--- src/rtl/rf_pkg.sv ---
// Shared constants, arbiter state encoding and one-hot decode for the
// tri-stated flip-flop register file and its write arbiter.
package rf_pkg;

  localparam int NREG = 32;
  localparam int AW   = 5;
  localparam int DW   = 32;

  typedef enum logic [1:0] {
    IDLE = 2'd0,
    G0   = 2'd1,
    G1   = 2'd2
  } state_t;

  // r0 is hard-wired zero, so write decodes can drop it via skip_r0
  function automatic logic [NREG-1:0] onehot_decode(input logic [AW-1:0] a,
                                                    input logic          skip_r0);
    logic [NREG-1:0] oh;
    oh = '0;
    if (!(skip_r0 && (a == '0))) oh[a] = 1'b1;
    return oh;
  endfunction

endpackage

--- src/rtl/rf_write_arbiter_if.sv ---
// Two-requester write handshake into the register-file arbiter:
// requesters hold req/addr/data until they see their one-cycle grant pulse.
interface rf_write_arbiter_if;
  import rf_pkg::*;

  logic          req0;
  logic          req1;
  logic [AW-1:0] addr0;
  logic [AW-1:0] addr1;
  logic [DW-1:0] data0;
  logic [DW-1:0] data1;
  logic          gnt0;
  logic          gnt1;

  modport master (
    output req0, req1, addr0, addr1, data0, data1,
    input  gnt0, gnt1
  );

  modport slave (
    input  req0, req1, addr0, addr1, data0, data1,
    output gnt0, gnt1
  );

endinterface

--- src/rtl/rf_onehot_dec.sv ---
// Address to one-hot decoder, purely combinational (zero latency, no flow control).
// With r0_suppress set, address 0 decodes to all-zero.
module rf_onehot_dec
  import rf_pkg::*;
(
  input  logic [AW-1:0]   addr,
  input  logic            r0_suppress,
  output logic [NREG-1:0] onehot
);

  assign onehot = onehot_decode(addr, r0_suppress);

endmodule

--- src/rtl/rf_write_arbiter.sv ---
// Round-robin write-port arbiter + read-enable decode for the register file;
// grant/wr_en registered one edge after req, a granted port is masked for one cycle.
module rf_write_arbiter
  import rf_pkg::*;
(
  input  logic                clk,
  input  logic                clr_n,
  rf_write_arbiter_if.slave   wr,
  output logic [NREG-1:0]     wr_en,
  output logic [DW-1:0]       wr_data,
  input  logic [AW-1:0]       rd_addr_a,
  input  logic [AW-1:0]       rd_addr_b,
  output logic [NREG-1:0]     rd_en_a,
  output logic [NREG-1:0]     rd_en_b,
  output logic                rf_clr
);

  state_t          state;
  logic            last;
  logic            clr_hold;
  logic            elig0;
  logic            elig1;
  logic            pick0;
  logic            pick1;
  logic [AW-1:0]   wsel_addr;
  logic [NREG-1:0] wsel_onehot;

  // The port granted on the last edge has not yet seen its gnt, so its req is stale
  assign elig0 = wr.req0 && (state != G0);
  assign elig1 = wr.req1 && (state != G1);
  assign pick0 = elig0 && (!elig1 || last);
  assign pick1 = elig1 && (!elig0 || !last);

  assign wsel_addr = pick1 ? wr.addr1 : wr.addr0;

  rf_onehot_dec u_wr_dec (
    .addr        (wsel_addr),
    .r0_suppress (1'b1),
    .onehot      (wsel_onehot)
  );

  rf_onehot_dec u_rd_dec_a (
    .addr        (rd_addr_a),
    .r0_suppress (1'b0),
    .onehot      (rd_en_a)
  );

  rf_onehot_dec u_rd_dec_b (
    .addr        (rd_addr_b),
    .r0_suppress (1'b0),
    .onehot      (rd_en_b)
  );

  always_ff @(posedge clk) begin
    if (!clr_n) begin
      state    <= IDLE;
      wr.gnt0  <= 1'b0;
      wr.gnt1  <= 1'b0;
      wr_en    <= '0;
      wr_data  <= '0;
      last     <= 1'b1;
      rf_clr   <= 1'b1;
      clr_hold <= 1'b1;
    end else begin
      // clear stays up for one cycle past release
      rf_clr   <= clr_hold;
      clr_hold <= 1'b0;
      if (pick0) begin
        state   <= G0;
        wr.gnt0 <= 1'b1;
        wr.gnt1 <= 1'b0;
        last    <= 1'b0;
        wr_data <= wr.data0;
        wr_en   <= wsel_onehot;
      end else if (pick1) begin
        state   <= G1;
        wr.gnt0 <= 1'b0;
        wr.gnt1 <= 1'b1;
        last    <= 1'b1;
        wr_data <= wr.data1;
        wr_en   <= wsel_onehot;
      end else begin
        state   <= IDLE;
        wr.gnt0 <= 1'b0;
        wr.gnt1 <= 1'b0;
        wr_en   <= '0;
      end
    end
  end

endmodule

--- src/flat_wrapper.sv ---
// flat-port wrapper written by rule: the top's interface ports become plain ports
module rf_write_arbiter_flat import rf_pkg::*;
  (clk, clr_n, wr_en, wr_data, rd_addr_a, rd_addr_b, rd_en_a, rd_en_b, rf_clr, wr_req0, wr_req1, wr_addr0, wr_addr1, wr_data0, wr_data1, wr_gnt0, wr_gnt1);
  rf_write_arbiter_if wr_i ();
  input  logic clk;
  input  logic clr_n;
  output logic [NREG-1:0] wr_en;
  output logic [DW-1:0] wr_data;
  input  logic [AW-1:0] rd_addr_a;
  input  logic [AW-1:0] rd_addr_b;
  output logic [NREG-1:0] rd_en_a;
  output logic [NREG-1:0] rd_en_b;
  output logic rf_clr;
  input wire logic [$bits(wr_i.req0)-1:0] wr_req0;
  input wire logic [$bits(wr_i.req1)-1:0] wr_req1;
  input wire logic [$bits(wr_i.addr0)-1:0] wr_addr0;
  input wire logic [$bits(wr_i.addr1)-1:0] wr_addr1;
  input wire logic [$bits(wr_i.data0)-1:0] wr_data0;
  input wire logic [$bits(wr_i.data1)-1:0] wr_data1;
  output wire logic [$bits(wr_i.gnt0)-1:0] wr_gnt0;
  output wire logic [$bits(wr_i.gnt1)-1:0] wr_gnt1;
  assign wr_i.req0 = wr_req0;
  assign wr_i.req1 = wr_req1;
  assign wr_i.addr0 = wr_addr0;
  assign wr_i.addr1 = wr_addr1;
  assign wr_i.data0 = wr_data0;
  assign wr_i.data1 = wr_data1;
  assign wr_gnt0 = wr_i.gnt0;
  assign wr_gnt1 = wr_i.gnt1;
  rf_write_arbiter u_core (.clk(clk), .clr_n(clr_n), .wr(wr_i), .wr_en(wr_en), .wr_data(wr_data), .rd_addr_a(rd_addr_a), .rd_addr_b(rd_addr_b), .rd_en_a(rd_en_a), .rd_en_b(rd_en_b), .rf_clr(rf_clr));
endmodule
--- config.mk ---
export PLATFORM = sky130hd
export DESIGN_NAME = rf_write_arbiter_flat
export DESIGN_NICKNAME = d
export VERILOG_FILES = /design/src/rtl/rf_pkg.sv /design/src/rtl/rf_write_arbiter_if.sv /design/src/rtl/rf_onehot_dec.sv /design/src/rtl/rf_write_arbiter.sv /design/src/flat_wrapper.sv
export SDC_FILE = /design/constraint.sdc
export NUM_CORES = 1
export LEC_CHECK = 0
export CAP_MARGIN = 30
export CORE_MARGIN = 3
export CORE_UTILIZATION = 40
export DETAILED_ROUTE_END_ITERATION = 6
export HOLD_SLACK_MARGIN = 0.08
export PLACE_DENSITY = 0.79
export SLEW_MARGIN = 20
export SYNTH_ARGS = -nofsm -noshare
export SYNTH_HDL_FRONTEND = slang
export SYNTH_SLANG_ARGS = --single-unit
--- constraint.sdc ---
create_clock -name clk -period 1.9 [get_ports clk]
set_input_delay 0.38 -clock clk [delete_from_list [all_inputs] [get_ports clk]]
set_output_delay 0.38 -clock clk [all_outputs]
set_load 0.01 [all_outputs]
==> metrics, run 1 <==
status finished clean; H-tree levels 3; initial core utilization 0.4230; delay-heaviest family, CP simple AND/OR/NAND/NOR gates; crit end category primary output; worst setup margin 0.02350 ns; ANT cells 0; Total Power 4.125 mW; Reg power frac 0.382; CP max FO 5; Int Pwr 2.925 mW; crit path time final 1.877 ns; Post-Route WL 14970 µm; vias per inst 5.626; Net Count, Synth 600; Layout Cell Area excl Fill 0.006654 mm²; yosys warns 0; Critical path buffers and inverters 2; DRT iter0 DRCs 249; CTS tree done; synthesized area 0.004020 mm²; Detailed Place HPWL 10650 µm; RSZ-0062 raised after global routing false; Final Hold Viols 0; sequential share of the synthesized area 0.3436; Top Ports 219; Setup violations, final 0; Syn-to-layout area delta 65.52%; Worst-Skew Late Latency 0.35 ns; Setup crit start kind input port; Required @ worst endpoint 1.52 ns; Slew Limit Fails 0; slowest CP cell or3b_4; hold_buf cts 0; first-pass GRT wire length 22960 µm; Detail Route Antenna Nets 0; vias in the first global route 4625; Mean Syn Cell Area 7.852 µm²; drt first pass iters 4; P_sw 1.200 mW; Setup WS pre-CTS -0.5844 ns; Combinational Power Share 0.282; Seq cells post-synth 69; # port buffers 218; CP cell instances dlygate4sd2_1, or3b_4, nor2_1, clkdlybuf4s15_2; maximum VDD drop 0.3490 mV; total of max-cap violations 0; grt ovf 0; Tot GR Track Use 0.2520; Slew Limit Headroom 0.6257; Worst-path clk slew 0.07 ns; Nets 809; initial antenna violation count 0; Netlist cell types 31; CP arrival 1.50 ns; largest net degree at the start of global routing 64; fin crit share 0.9876; number of post-CTS setup repair buffers 0; Mapped Cells 512; Setup CP Type in -> out; die area 0.01129 mm²; global placement routability congestion 0.8552; CTS buffer count 9; Die Ht 106.3 µm; Fin Clk Skew 0.01013 ns; Synth area leaders dfxtp_1, a311oi_2, nor2_1, nand3_1, a21oi_1; Worst-Margin Slew 0.5614 ns; Sw Share 0.2909; DRC 0; CTS root buffer clkbuf_8; Leakage 2.492 nW; die width 106.3 µm; wire per inst 17.51 µm; Power Density 619.9 mW/mm²; Clock Power Share 0.336; Clock Path Buffers 2; FP Rows 35; Core Area 0.009503 mm²; via count 4810; cell area after placement 0.006440 mm²; top-area cell type share of the netlist area 0.3436; post-synth top area cell dfxtp_1; fmax 0.5329 GHz; HP Class in -> reg; share of cells above drive strength 1 0.1763; clock sink count 69; max incr delay on CP 0.44 ns
routing by layer:
metal  part of all wire  wire length [µm]  global-route usage  up-vias
met5                  0                 0                   0        -
met4              0.031               457              0.1138        0
met3              0.094              1412             0.08865       36
met2               0.50              7428              0.4348      241
met1               0.38              5672              0.2774     2273
li1                   -                 -                   -     2260
layout make-up:
| cell class | count | area, µm² |
|---|---|---|
| Sequential cell | 69 | 1381 |
| Clock inverter | 5 | 81.33 |
| Clock buffer | 11 | 151.4 |
| Multi-Input combinational cell | 384 | 2402 |
| Tap cell | 129 | 161.4 |
| Inverter | 2 | 7.507 |
| Fill cell | 786 | 2849 |
| Timing Repair Buffer | 255 | 2469 |
cell usage after synthesis:
| cell type | instances |
|---|---|
| and2_1 | 1 |
| clkinv_1 | 1 |
| conb_1 | 1 |
| nor2_1 | 97 |
| nand3_1 | 68 |
| inv_1 | 1 |
| a211o_1 | 31 |
| nand2b_1 | 10 |
| nand2_1 | 7 |
| buf_6 | 8 |
| a21o_1 | 1 |
| a21oi_1 | 64 |
| a311oi_1 | 2 |
| and3_1 | 2 |
| nand3b_1 | 12 |
| nor3_1 | 1 |
| buf_1 | 9 |
| or2_2 | 4 |
| a21bo_2 | 1 |
| buf_2 | 9 |
| dfxtp_1 | 69 |
| clkbuf_1 | 31 |
| nand2b_4 | 2 |
| a311oi_2 | 30 |
| or2_1 | 1 |
| or3_1 | 4 |
| a21boi_2 | 1 |
| a21bo_1 | 1 |
| o21ai_0 | 30 |
| o21ai_1 | 3 |
| or3b_2 | 10 |
cell families (layout without fill, tap and decap cells):
group | after synthesis | after routing | synth area share
simple gates | 219 | 219 | 0.2683
other cells | 1 | 1 | 0.0009328
flops | 69 | 69 | 0.3436
compound gates | 164 | 164 | 0.3143
buf+inv | 59 | 273 | 0.07283
cells in the final DEF (no fill, tap or decap), types with 11 or more instances in the layout:
cell             Yosys  routed
a211o_1             31      31
a21oi_1             64      64
a311oi_2            30      30
buf_4                0      30
clkbuf_8             0      11
clkdlybuf4s15_1      0      15
clkdlybuf4s50_1      0     143
dfxtp_1             69      69
dlygate4sd2_1        0      42
nand3_1             68      68
nand3b_1            12      12
nor2_1              97      96
o21ai_0             30      30
tightest hold or removal path, delay by kind of cell:
kind / cells / cell delay [ns]
AOI/OAI and AO/OA: 2 / 0.19
buffers and inverters: 1 / 0.13
path summary, 6_finish.rpt:
path / start / endpoint / slack, ns / cells after the start
worst max-delay path: rd_addr_b[4] / rd_en_b[4] / 0.02 / 4
worst max register to register: u_core.wr.gnt1 / u_core.wr_en[6] / 0.21 / 5
worst min register to register: u_core.clr_hold / u_core.rf_clr / 0.43 / 1
worst min-delay path: wr_req1 / u_core.last / 0.39 / 3
power by group through the flow:
stage / clock [mW] / sequential [mW] / combinational (mW)
after floorplan: 0 / 1.65 / 0.540
after global placement: 0 / 1.61 / 1.13
after detailed placement: 0 / 1.61 / 1.16
after CTS: 1.41 / 1.58 / 1.15
after global routing: 1.49 / 1.59 / 1.24
final: 1.38 / 1.58 / 1.16
through the flow:
stage,utilization,hold WS (ns),cells,TNS (ns)
2_1_floorplan,-,0.3863,512,0
3_3_place_gp,0.6777,0.3966,839,-26.74
3_5_place_dp,0.6777,0.4106,839,-29.32
4_1_cts,0.7007,0.3678,855,-0.2804
5_1_grt,0.7002,0.3805,855,0
6_report,0.7002,0.3950,855,0
state kept, by name, summed over array words and instances (netlist names):
name / cells
u_core.clr_hold: 1
u_core.last: 1
u_core.rf_clr: 1
u_core.state: 1
u_core.wr.gnt1: 1
u_core.wr_data: 32
u_core.wr_en: 32
repair_timing:
item,CTS,global route
resized for setup,114,25
gates cloned,0,0
pin swaps,1,0
endpoints found under the setup margin,64,34
Note: power is estimated with default switching activity, not from simulation.
==> run 2, diff against run 1 <==
- PLACE_DENSITY: 0.79 -> 0.85
==> metrics, run 2 (synthesis results as in run 1) <==
status finished clean; drt first pass iters 5; Setup crit start kind input port; Clock Path Buffers 2; cell area after placement 0.006389 mm²; global placement routability congestion 0.8460; Worst-path clk slew 0.08 ns; area of the multi-input gates 0.002416 mm²; wire per inst 17.19 µm; Setup CP Type in -> out; H-tree levels 3; crit path time final 1.862 ns; fmax 0.5371 GHz; Worst Reg-to-Reg Cells 5; Worst-Skew Late Latency 0.35 ns; die width 106.3 µm; vias in the first global route 4705; maximum VDD drop 0.3163 mV; Min-Delay Path Depth 2; CP max FO 8; slowest CP cell clkdlybuf4s50_1; Slew Limit Fails 0; Post-Route WL 14630 µm; ANT cells 0; die area 0.01129 mm²; clock sink count 69; Detailed Place HPWL 10460 µm; Slew Limit Headroom 0.6222; Worst-Margin Slew 0.5667 ns; FILL cells 773; Detail Route Antenna Nets 0; Total Power 3.921 mW; vias per inst 5.677; CP arrival 1.48 ns; Nets 806; Tot GR Track Use 0.2435; largest net degree at the start of global routing 63; DRT iter0 DRCs 266; Syn-to-layout area delta 63.68%; Largest regs u_core.wr_data (32), u_core.wr_en (32); max incr delay on CP 0.55 ns; CTS tree done; Critical path buffers and inverters 2; Hold Path Sink u_core.wr.gnt1; Fin Clk Skew 0.01116 ns; most common cell after layout, fill and taps aside clkdlybuf4s50_1; HP Class in -> reg; Core Area 0.009503 mm²; initial antenna violation count 0; Required @ worst endpoint 1.52 ns; worst hold slack 0.3617 ns; RR Endpoint u_core.wr_data[10]; CTS buffer count 9; initial core utilization 0.4230; Setup violations, final 0; FP Rows 35; total of max-cap violations 0; delay-heaviest family, CP buffers and inverters; CTS root buffer clkbuf_8; Top Ports 219; Power Density 595.8 mW/mm²; Final Hold Viols 0; Reg area 0.001381 mm²; most frequent cells in the layout clkdlybuf4s50_1, nor2_1, dfxtp_1; # port buffers 218; grt ovf 0; Leakage 2.550 nW; Die Ht 106.3 µm; DRC 0; fin crit share 0.9800; worst hold start wr_req1; CP cell instances clkdlybuf4s15_2, nand3b_1, nor2_1, clkdlybuf4s50_1; crit end category primary output; r2r setup slk 0.30 ns; FF-to-FF Start u_core.state[0]; via count 4831; share of cells above drive strength 1 0.1579; Layout Cell Area excl Fill 0.006580 mm²; first-pass GRT wire length 22590 µm
==> run 2: through the flow <==
step / cells / setup TNS, ns / util / setup WS, ns
after global routing: 851 / -0.0003624 / 0.6924 / -0.0003624
after CTS: 849 / 0 / 0.6906 / 0.002817
after floorplan: 512 / 0 / - / 0.3697
final: 851 / 0 / 0.6924 / 0.03802
after detailed placement: 834 / -31.27 / 0.6723 / -0.6487
after global placement: 834 / -27.05 / 0.6723 / -0.5726
==> run 2: per-layer routing <==
layer	up-vias	part of all wire	track usage	routed length, µm
li1	2256	-	-	-
met1	2312	0.38	0.2699	5505
met2	230	0.52	0.4385	7613
met3	33	0.077	0.05950	1120
met4	0	0.027	0.1073	388
met5	-	0	0	0
==> run 2: timing repair <==
action,in CTS,in global routing
pin swaps,2,0
endpoints found under the setup margin,64,5
setup buffers,0,2
resized for setup,100,7
hold buffers,0,0
hold endpoints to repair,0,0
==> run 2: how the worst max path moves through the flow <==
| stage | endpoint | cells past startpoint | startpoint |
|---|---|---|---|
| after floorplan | u_core.wr_data[10] | 7 | u_core.wr.gnt1 |
| after global placement | rd_en_b[9] | 4 | rd_addr_b[3] |
| after detailed placement | rd_en_b[9] | 4 | rd_addr_b[3] |
| after CTS | rd_en_b[27] | 4 | rd_addr_b[2] |
| after global routing | rd_en_b[27] | 4 | rd_addr_b[2] |
| final | rd_en_b[27] | 4 | rd_addr_b[2] |
==> run 2: final cells by class <==
class                   instances  area share
multi-input cells             384      0.3672
inverters                       2    0.001141
clock inverters                 6    0.009698
clock buffers                   9     0.01882
well taps                     129     0.02453
repair buffers                252      0.3687
flip-flops and latches         69      0.2099
==> run 2: where the power goes <==
| part | switching [mW] | total (mW) | internal [mW] |
|---|---|---|---|
| sequential | 0.0458 | 1.58 | 1.53 |
| combinational | 0.578 | 1.15 | 0.573 |
| clock | 0.592 | 1.19 | 0.599 |
| total | 1.22 | 3.92 | 2.70 |
==> run 3, diff against run 2 <==
- PLACE_DENSITY: 0.85 -> 0.8
==> metrics, run 3 (synthesis results as in run 1) <==
status finished clean; Largest regs u_core.wr_data (32), u_core.wr_en (32); cell area after placement 0.006449 mm²; CTS tree done; initial core utilization 0.4230; Detailed Place HPWL 10750 µm; Util after Layout 0.7010; Post-Layout Cell Count 858; Setup WS pre-CTS -0.6227 ns; DRC 0; drt first pass iters 5; first-pass GRT wire length 23650 µm; Int Pwr 2.855 mW; Tot GR Track Use 0.2560; Post-Route WL 14770 µm; Min-Delay Path Depth 2; Worst-Skew Late Latency 0.34 ns; H-tree levels 3; HP Class in -> reg; vias in the first global route 4742; # port buffers 218; most frequent cells in the layout clkdlybuf4s50_1, nor2_1, dfxtp_1; initial antenna violation count 0; Power Density 607.5 mW/mm²; Syn-to-layout area delta 65.70%; Required @ worst endpoint 1.52 ns; FP Rows 35; Leakage 2.481 nW; ANT cells 0; Setup crit start kind input port; start point of the critical path rd_addr_b[3]; Slew Limit Fails 0; CTS buffer count 9; fin crit share 0.9826; wire per inst 17.22 µm; grt ovf 0; Layout Cell Area excl Fill 0.006661 mm²; setup_tns 0 ns; crit end category primary output; Sw Share 0.2946; RR Endpoint u_core.wr_data[30]; Final Hold Viols 0; via count 4739; P_sw 1.192 mW; r2r setup slk 0.29 ns; Worst-Margin Slew 0.5676 ns; die area 0.01129 mm²; worst hold start wr_req1; Worst Reg-to-Reg Cells 5; share of cells above drive strength 1 0.1879; Core Area 0.009503 mm²; number of post-CTS setup repair buffers 0; CP cell instances dlygate4sd2_1, buf_4, or3_4, nor2_2, buf_2; clock sink count 69; die width 106.3 µm; worst setup margin 0.03300 ns; Detail Route Antenna Nets 0; Setup CP Type in -> out; CP max FO 5; Combinational Power Share 0.287; Inst Count DP 842; largest net degree at the start of global routing 63; most common cell after layout, fill and taps aside clkdlybuf4s50_1; Fin Clk Skew 0.009616 ns; total of max-cap violations 0; Clock Path Buffers 2; CTS root buffer clkbuf_8; Clock Power Share 0.323; RSZ-0062 raised after global routing true; slowest CP cell or3_4; Worst-path clk slew 0.07 ns; Die Ht 106.3 µm; CP arrival 1.49 ns; vias per inst 5.523; Setup violations, final 0; DRT iter0 DRCs 219; Nets 812; maximum VDD drop 0.3181 mV; global placement routability congestion 0.8559; Slew Limit Headroom 0.6216; Reg power frac 0.390; Hold Path Sink u_core.wr.gnt1; max incr delay on CP 0.42 ns; fmax 0.5356 GHz; Top Ports 219; crit path time final 1.867 ns; FF-to-FF Start u_core.wr.gnt1
==> run 3: cell types whose count changed in the layout (fill, tap and decap cells not counted), moves of 2 or more <==
cell / before / now
clkdlybuf4s15_1: 2 / 13
nor2_1: 96 / 93
buf_2: 1 / 6
clkdlybuf4s15_2: 4 / 13
nor2_2: 1 / 4
dlygate4sd2_1: 63 / 40
buf_4: 28 / 34
clkdlybuf4s50_1: 145 / 143
==> run 3: layout make-up <==
type | count | area [µm²]
inverter | 2 | 7.507
clock inverter | 6 | 86.33
timing repair buffer | 258 | 2479
multi-input combinational | 384 | 2419
clock buffer | 10 | 127.6
tap | 129 | 161.4
fill | 754 | 2841
sequential | 69 | 1381
==> run 3: metrics by stage <==
stage                     hold slack (ns)  total power [mW]
after floorplan                    0.3863             2.186
after global routing               0.3766             4.233
after detailed placement           0.3939             2.764
final                              0.3790             4.047
after global placement             0.3949             2.735
after CTS                          0.3530             4.058
==> run 3: how the worst max path moves through the flow <==
stage | end | cells after the start | slack (ns)
after floorplan | u_core.wr_data[10] | 7 | 0.37
after detailed placement | rd_en_b[3] | 5 | -0.62
final | rd_en_b[0] | 5 | 0.03
after CTS | rd_en_b[3] | 5 | 0.04
after global routing | rd_en_b[2] | 5 | -0.002
after global placement | rd_en_b[3] | 5 | -0.55
==> run 3: worst max-delay path: cells and delay by family <==
| family | cells | cell delay (ns) |
|---|---|---|
| buffers and inverters | 3 | 0.57 |
| AND/OR/NAND/NOR | 2 | 0.53 |
==> run 3: per-layer routing <==
layer  vias up  GRT usage  share of wire
met5         -          0              0
met4         0    0.09343          0.023
met3        28    0.07954          0.087
met2       195     0.4434           0.51
met1      2250     0.2957           0.38
li1       2266          -              -
==> run 3: timing repair <==
action / CTS / global route
setup endpoints to repair: 64 / 8
hold buffers: 0 / 0
gates resized for setup: 146 / 11
pin swaps: 1 / 3
==> run 3: power by group through the flow <==
stage / Combinational (mW) / Sequential [mW] / Clock, mW
finish: 1.16 / 1.58 / 1.31
global route: 1.24 / 1.59 / 1.40
CTS: 1.15 / 1.58 / 1.33
detailed placement: 1.15 / 1.61 / 0
global placement: 1.13 / 1.61 / 0
floorplan: 0.540 / 1.65 / 0
